File: src/rtl/vx_amo_req_gate_pkg.sv
// Shared constants and state encoding for the AMO request ordering gate.
package vx_amo_req_gate_pkg;

  localparam int unsigned MEM_REQ_FLAG_AMO = 3;

  typedef logic [0:0] amo_gate_state_t;

  localparam amo_gate_state_t AMO_GATE_IDLE    = 1'b0;
  localparam amo_gate_state_t AMO_GATE_PENDING = 1'b1;

endpackage

File: src/rtl/vx_amo_req_fifo.sv
// In-order request queue: DEPTH entries, registered head, no same-cycle bypass.
module vx_amo_req_fifo #(
  parameter int unsigned DATA_WIDTH = 8,
  parameter int unsigned DEPTH      = 4
) (
  input  logic                  clk,
  input  logic                  reset,
  input  logic                  push,
  input  logic [DATA_WIDTH-1:0] push_data,
  output logic                  full,
  input  logic                  pop,
  output logic [DATA_WIDTH-1:0] head_data,
  output logic                  empty
);

  localparam int unsigned PTR_W = $clog2(DEPTH);
  localparam int unsigned CNT_W = $clog2(DEPTH + 1);

  logic [DATA_WIDTH-1:0] mem [DEPTH];
  logic [PTR_W-1:0]      rd_ptr;
  logic [PTR_W-1:0]      wr_ptr;
  logic [CNT_W-1:0]      count;
  logic                  push_fire_c;
  logic                  pop_fire_c;

  assign full        = (count == CNT_W'(DEPTH));
  assign empty       = (count == '0);
  assign push_fire_c = push && !full;
  assign pop_fire_c  = pop && !empty;
  assign head_data   = mem[rd_ptr];

  // Payload storage needs no reset; validity is tracked by count.
  always_ff @(posedge clk) begin
    if (push_fire_c) begin
      mem[wr_ptr] <= push_data;
    end
  end

  always_ff @(posedge clk) begin
    if (reset) begin
      rd_ptr <= '0;
      wr_ptr <= '0;
      count  <= '0;
    end else begin
      if (push_fire_c) begin
        wr_ptr <= wr_ptr + PTR_W'(1);
      end
      if (pop_fire_c) begin
        rd_ptr <= rd_ptr + PTR_W'(1);
      end
      case ({push_fire_c, pop_fire_c})
        2'b10:   count <= count + CNT_W'(1);
        2'b01:   count <= count - CNT_W'(1);
        default: count <= count;
      endcase
    end
  end

endmodule

File: src/rtl/vx_amo_req_gate.sv
// Orders requests ahead of the AMO unit: one AMO in flight, same-line followers held
// until its response is seen. Define AMO_GATE_PERF_EN to build the perf counters.
module vx_amo_req_gate
  import vx_amo_req_gate_pkg::*;
#(
  parameter int unsigned TAG_WIDTH      = 8,
  parameter int unsigned WORD_WIDTH     = 32,
  parameter int unsigned WORD_SIZE      = 4,
  parameter int unsigned ADDR_WIDTH     = 30,
  parameter int unsigned LINE_SEL_BITS  = 2,
  parameter int unsigned FLAGS_WIDTH    = 8,
  parameter int unsigned SIDEBAND_WIDTH = 8,
  parameter int unsigned DEPTH          = 4,
  parameter int unsigned PERF_WIDTH     = 32
) (
  input  logic                      clk,
  input  logic                      reset,

  input  logic                      in_req_valid,
  output logic                      in_req_ready,
  input  logic [TAG_WIDTH-1:0]      in_req_tag,
  input  logic [ADDR_WIDTH-1:0]     in_req_addr,
  input  logic                      in_req_rw,
  input  logic [WORD_SIZE-1:0]      in_req_byteen,
  input  logic [WORD_WIDTH-1:0]     in_req_data,
  input  logic [FLAGS_WIDTH-1:0]    in_req_flags,
  input  logic [SIDEBAND_WIDTH-1:0] in_req_sideband,

  output logic                      out_req_valid,
  input  logic                      out_req_ready,
  output logic [TAG_WIDTH-1:0]      out_req_tag,
  output logic [ADDR_WIDTH-1:0]     out_req_addr,
  output logic                      out_req_rw,
  output logic [WORD_SIZE-1:0]      out_req_byteen,
  output logic [WORD_WIDTH-1:0]     out_req_data,
  output logic [FLAGS_WIDTH-1:0]    out_req_flags,
  output logic [SIDEBAND_WIDTH-1:0] out_req_sideband,

  input  logic                      rsp_mon_valid,
  input  logic                      rsp_mon_ready,
  input  logic [TAG_WIDTH-1:0]      rsp_mon_tag,

  output logic                      busy,
  output logic [PERF_WIDTH-1:0]     perf_stall_cycles,
  output logic [PERF_WIDTH-1:0]     perf_amo_count
);

  localparam int unsigned LINE_W = ADDR_WIDTH - LINE_SEL_BITS;

  typedef struct packed {
    logic [TAG_WIDTH-1:0]      tag;
    logic [ADDR_WIDTH-1:0]     addr;
    logic                      rw;
    logic [WORD_SIZE-1:0]      byteen;
    logic [WORD_WIDTH-1:0]     data;
    logic [FLAGS_WIDTH-1:0]    flags;
    logic [SIDEBAND_WIDTH-1:0] sideband;
  } amo_gate_entry_t;

  localparam int unsigned ENTRY_W = $bits(amo_gate_entry_t);

  amo_gate_entry_t  in_entry_c;
  amo_gate_entry_t  head_c;
  logic             full_c;
  logic             empty_c;
  logic [LINE_W-1:0] head_line_c;
  logic             head_is_amo_c;
  logic             blocked_c;
  logic             out_fire_c;
  logic             rsp_hit_c;

  amo_gate_state_t       state_q,    state_d;
  logic [LINE_W-1:0]     amo_line_q, amo_line_d;
  logic [TAG_WIDTH-1:0]  amo_tag_q,  amo_tag_d;

  assign in_entry_c = '{tag:      in_req_tag,
                        addr:     in_req_addr,
                        rw:       in_req_rw,
                        byteen:   in_req_byteen,
                        data:     in_req_data,
                        flags:    in_req_flags,
                        sideband: in_req_sideband};

  vx_amo_req_fifo #(
    .DATA_WIDTH (ENTRY_W),
    .DEPTH      (DEPTH)
  ) fifo_i (
    .clk       (clk),
    .reset     (reset),
    .push      (in_req_valid),
    .push_data (in_entry_c),
    .full      (full_c),
    .pop       (out_fire_c),
    .head_data (head_c),
    .empty     (empty_c)
  );

  assign in_req_ready  = !full_c;
  assign head_line_c   = head_c.addr[ADDR_WIDTH-1:LINE_SEL_BITS];
  assign head_is_amo_c = head_c.flags[MEM_REQ_FLAG_AMO];

  // While an AMO is outstanding, hold any AMO and any access to its line.
  assign blocked_c  = (state_q == AMO_GATE_PENDING) &&
                      (head_is_amo_c || (head_line_c == amo_line_q));
  assign out_req_valid = !empty_c && !blocked_c;
  assign out_fire_c    = out_req_valid && out_req_ready;
  assign rsp_hit_c     = rsp_mon_valid && rsp_mon_ready && (rsp_mon_tag == amo_tag_q);

  assign out_req_tag      = head_c.tag;
  assign out_req_addr     = head_c.addr;
  assign out_req_rw       = head_c.rw;
  assign out_req_byteen   = head_c.byteen;
  assign out_req_data     = head_c.data;
  assign out_req_flags    = head_c.flags;
  assign out_req_sideband = head_c.sideband;

  assign busy = !empty_c || (state_q == AMO_GATE_PENDING);

  always_ff @(posedge clk) begin
    if (reset) begin
      state_q    <= AMO_GATE_IDLE;
      amo_line_q <= '0;
      amo_tag_q  <= '0;
    end else begin
      state_q    <= state_d;
      amo_line_q <= amo_line_d;
      amo_tag_q  <= amo_tag_d;
    end
  end

  always_comb begin
    state_d    = state_q;
    amo_line_d = amo_line_q;
    amo_tag_d  = amo_tag_q;
    case (state_q)
      AMO_GATE_IDLE: begin
        if (out_fire_c && head_is_amo_c) begin
          state_d    = AMO_GATE_PENDING;
          amo_line_d = head_line_c;
          amo_tag_d  = head_c.tag;
        end
      end
      default: begin
        if (rsp_hit_c) begin
          state_d = AMO_GATE_IDLE;
        end
      end
    endcase
  end

`ifdef AMO_GATE_PERF_EN
  logic [PERF_WIDTH-1:0] stall_cnt_q;
  logic [PERF_WIDTH-1:0] amo_cnt_q;

  // Saturating event counters.
  always_ff @(posedge clk) begin
    if (reset) begin
      stall_cnt_q <= '0;
      amo_cnt_q   <= '0;
    end else begin
      if (!empty_c && blocked_c && (stall_cnt_q != {PERF_WIDTH{1'b1}})) begin
        stall_cnt_q <= stall_cnt_q + PERF_WIDTH'(1);
      end
      if (out_fire_c && head_is_amo_c && (amo_cnt_q != {PERF_WIDTH{1'b1}})) begin
        amo_cnt_q <= amo_cnt_q + PERF_WIDTH'(1);
      end
    end
  end

  assign perf_stall_cycles = stall_cnt_q;
  assign perf_amo_count    = amo_cnt_q;
`else
  assign perf_stall_cycles = '0;
  assign perf_amo_count    = '0;
`endif

endmodule
File: config.mk
export PLATFORM = sky130hd
export DESIGN_NAME = vx_amo_req_gate
export DESIGN_NICKNAME = d
export VERILOG_FILES = /design/src/rtl/vx_amo_req_gate_pkg.sv /design/src/rtl/vx_amo_req_fifo.sv /design/src/rtl/vx_amo_req_gate.sv
export SDC_FILE = /design/constraint.sdc
export NUM_CORES = 1
export LEC_CHECK = 0
export BUFFER_PORTS_ARGS = -buffer_cell sky130_fd_sc_hd__buf_2
export CORE_MARGIN = 5
export CORE_UTILIZATION = 25
export DETAILED_ROUTE_END_ITERATION = 6
export PLACE_DENSITY = 0.4
export REMOVE_ABC_BUFFERS = 1
export SLEW_MARGIN = 20
export SYNTH_ARGS = -nofsm -noshare
export SYNTH_HDL_FRONTEND = slang
export SYNTH_SLANG_ARGS = --single-unit
File: constraint.sdc
create_clock -name clk -period 4 [get_ports clk]
set_input_delay 0.2 -clock clk [delete_from_list [all_inputs] [get_ports clk]]
set_output_delay 0.2 -clock clk [all_outputs]
set_load 0.1 [all_outputs]
==> impl_summary.md <==
CTS
The maximum number of buffers from clock root to sink is 3. The worst-skew pair later-pin latency is 0.59 ns. Counting every sink on the clock net gives 410. The cell sitting at the root of the clock tree is a clkbuf_16. The number of clock buffers inserted by TritonCTS is 49. The clock tree synthesis step divided the H-tree into 2 levels. TritonCTS built the clock tree.

Clock-pin slew was measured on the worst setup and hold paths at 0.06 ns.

Detailed routing
The routed metal-1 wirelength is 16.7 mm. The met3 routed wirelength is 2.97 mm. The vias per cell is 4.03. The vias after detailed routing is 8,163. The count of TritonRoute iterations in the first routing pass is 4.

For this block, the routed nets add up to 38.5 mm of wire. After detailed routing, the number of remaining DRC violations is 0. The remaining antenna violation count after routing is 0. The length of routed met2 wiring is 18.1 mm. After detailed routing, the average wire length per cell comes to 19.0 µm.

The highest metal layer with signal wires is met5. The first routing iteration left 308 violations.

Floorplanning
Measured along the x axis, the die boundary spans 261 µm. The standard cell core area is 62,700 µm². The die height is 261 µm. The initial utilization of the core area, before any placement, comes to 25.1%. The floorplan has 92 rows. The count of boundary I/O pins is 263. The floorplan step defined a die boundary enclosing 68,000 µm².

Power
The share of total power in sequential cells is 34.3%. Summed over all nets, the switching power comes to 6.53 mW. In this run switching power makes up 42.0% of total power.

The peak supply drop is 386 µV. In this run the static leakage power is 6.79 nW. The proportion of power drawn by combinational gates is 37.8%. The clock network accounts for 27.8% of the total power.

Internal power comes to 9.03 mW. The power after layout is 15.6 mW. The total power density per cell area is 773 nW/µm².

Final layout
The filler cells instantiated in the layout total 6,160. The finished layout holds 2,025 standard cells, fillers aside. In the final layout, the share of cells above drive strength 1 is 32.9%. For this run, the post-layout net count is 1,246. Compared with the post-synthesis result, the final layout area differs by 28.0%.

Status
The flow ran to the end, and the final reports show no timing, DRC or antenna violations.

Worst setup path
The worst path buffer plus inverter count is 2. The element type at the critical path end is a flop. The worst-path maximum fanout is 15.

The kind of start point of the critical path is a flop. Traced cell by cell, the critical path runs through buf_12 -> mux4_2 -> xnor2_1 -> nand4_1 -> nor4_1 -> nand2_1 -> and3_4 -> ha_1 -> inv_1 -> fa_1 -> xor2_1 -> or3_1 -> a21oi_1. Data on the critical path arrives at its endpoint at 4.02 ns. Among cell families on the critical path, the largest total delay comes from simple AND/OR/NAND/NOR gates. The category of the critical setup timing path is flop to flop.

For this design, the slowest cell found on the critical path is mux4_2. The delay of the slowest cell on the worst path is 0.55 ns. For the worst setup path, the data required time is 4.51 ns.

Synth
The most repeated cell in the gate-level netlist after synthesis is edfxtp_1. Yosys mapped the design onto 29 distinct sky130hd cell types. The most used flip-flop cell after synthesis is edfxtp_1. The cell count after synthesis is 808. The synthesized design contains 410 register bits.

The total standard cell area after synthesis is 15,700 µm². Summed over all instances, the cell type with the most area after synthesis is edfxtp_1. The async set or reset register ratio after synthesis is 0%.

Sequential elements use 75.4% of the synthesized area. The synthesized area divided by synthesized cell count is 19.5 µm². By area the synthesized netlist is led by edfxtp_1 70%, mux4_2 13%, dfxtp_1 5.9%.

Counting flops with a built-in enable in the synthesized netlist gives 364. The Yosys step of the flow raised 0 warnings. The proportion of netlist area held by the largest area contributor is 69.5%.

The commonest cells after synthesis are 364 x edfxtp_1, 91 x mux4_2, 79 x nand2_1.

STA
The setup-violating endpoint count in the final report is 0. At the pin with the least slew margin, the transition time is 0.900 ns. The normalized max-slew margin is 39.8%. Of the available clock period, the critical path in the final layout requires 87.7%. Setup total negative slack on the finished layout was measured at 0 ns. Setup repair after global routing left no endpoint under its margin. The clock period could shrink to 3.51 ns.

Between clock sinks in the finished design, the worst skew comes to 0.0227 ns. The hold violation count in the final report is 0. The max-slew violation count was 0. Based on the critical path, the design can be clocked at up to 285 MHz.

GRT
The combined global-route utilization of all metal layers is 11.1%. The number of global-route vias before repair is 8,634. The number of antenna violations at the first check in global routing came to 5. For this run the aggregate overflow at the end of global routing stands at 0. Entering global routing, the biggest net connects 51 pins.

The first-pass GRT wire length is 56.4 mm.

Place
The number of cells in the design after placement is 1,839. The detailed-placement wirelength estimate is 24.2 mm. The final RePlAce weighted congestion is 0.679. Port buffering added 198 buffers.

Flow run
The max-capacitance violation count is 0.

Worst hold path
The startpoint of the tightest hold check path is rsp_mon_ready. The classification of the worst-slack hold path is input port to flop.
-- worst paths after layout --
check	endpoint	slack, ns	cells after the start
max	fifo_i.count[2]$_SDFFE_PP0P_	0.49	13
min	state_q$_SDFF_PP0_	0.05	4
max reg2reg	fifo_i.count[2]$_SDFFE_PP0P_	0.49	13
min reg2reg	amo_tag_q[3]$_SDFFE_PP0P_	0.47	2
-- power by group through the flow --
stage | Combinational, mW | Sequential [mW] | Clock [mW]
after floorplan | 4.64 | 5.57 | 0
after global placement | 5.93 | 5.44 | 0
after detailed placement | 5.93 | 5.44 | 0
after CTS | 6.02 | 5.36 | 4.49
after global routing | 6.19 | 5.39 | 4.67
final | 5.89 | 5.34 | 4.33
-- cell usage in the layout (no fill, tap or decap), drive strengths merged --
cell type,synthesis,final
edfxtp,364,364
buf,77,218
mux4,91,91
dlygate4sd3,0,91
nand2,79,79
conb,1,64
clkbuf,19,58
dfxtp,46,46
a21oi,40,40
xnor2,33,33
clkinv,0,27
nand4,8,8
nor2,7,7
inv,6,7
xor2,6,6
and3,5,5
ha,5,5
diode,0,4
nor2b,4,4
bufinv,0,4
nor4,3,3
nand3,3,3
mux2,3,3
o21ai,2,2
and2,2,2
nor3,1,1
nand2b,1,1
or3,1,1
fa,1,1
clkinvlp,0,1
-- sequential cells by signal (all words and copies together) (netlist names), named ones only --
| name | flops |
|---|---|
| fifo_i.mem | 364 |
| amo_line_q | 28 |
| fifo_i.rd_ptr | 2 |
| amo_tag_q | 8 |
| fifo_i.count | 3 |
| fifo_i.wr_ptr | 2 |
| state_q | 1 |
-- worst reg2reg max path, cell delays in order (launching register included) --
cell and delay, ns:
dfxtp_4 0.49, buf_12 0.22, mux4_2 0.56, xnor2_1 0.20, nand4_1 0.19, nor4_1 0.42, nand2_1 0.15, and3_4 0.23
ha_1 0.22, inv_1 0.07, fa_1 0.17, xor2_1 0.07, or3_1 0.31, a21oi_1 0.13
-- cell families (layout without fill, tap and decap cells) --
family,Yosys count,after routing,synth area share [%]
buffers and inverters,102,406,4.16
other,1,68,0.0238
muxes,94,94,13.2
adders and majority gates,6,6,0.525
xor gates and xnor gates,39,39,2.17
DFF,410,410,75.4
and+or+nand+nor,114,114,3.17
AOI/OAI and AO/OA,42,42,1.34
-- per-layer routing --
layer	track usage [%]	vias up
met4	3.29	2
met3	3.57	55
met2	17.9	236
met1	14.3	4168
li1	-	3702
met5	0	-
-- per-stage QoR --
stage / worst slack, ns / instance area [µm²] / hold slack (ns) / utilization, %
after global routing: 0.214 / 20100 / 0.0676 / 32.1
final: 0.491 / 20100 / 0.0520 / 32.1
after floorplan: -2.73 / 15300 / 0.269 / -
after global placement: 0.451 / 17600 / 0.416 / 28.1
after detailed placement: 0.430 / 17600 / 0.416 / 28.1
after CTS: 0.379 / 20100 / 0.00285 / 32.1
-- layout make-up --
type,count,area [µm²],share of cell area [%]
clock inverter,33,273,1.36
sequential,410,11900,58.9
inverter,6,22.5,0.112
antenna,4,10.0,0.0497
tap,846,1060,5.26
multi-input combinational,359,3480,17.3
clock buffer,58,1310,6.51
timing repair buffer,309,2110,10.5
-- timing repair --
action / CTS / global route
resized for setup: 0 / 0
buffers inserted: 0 / 0
endpoints found under the hold margin: 364 / 0
hold buffers: 91 / 0
(Power assumes the default switching activity.)
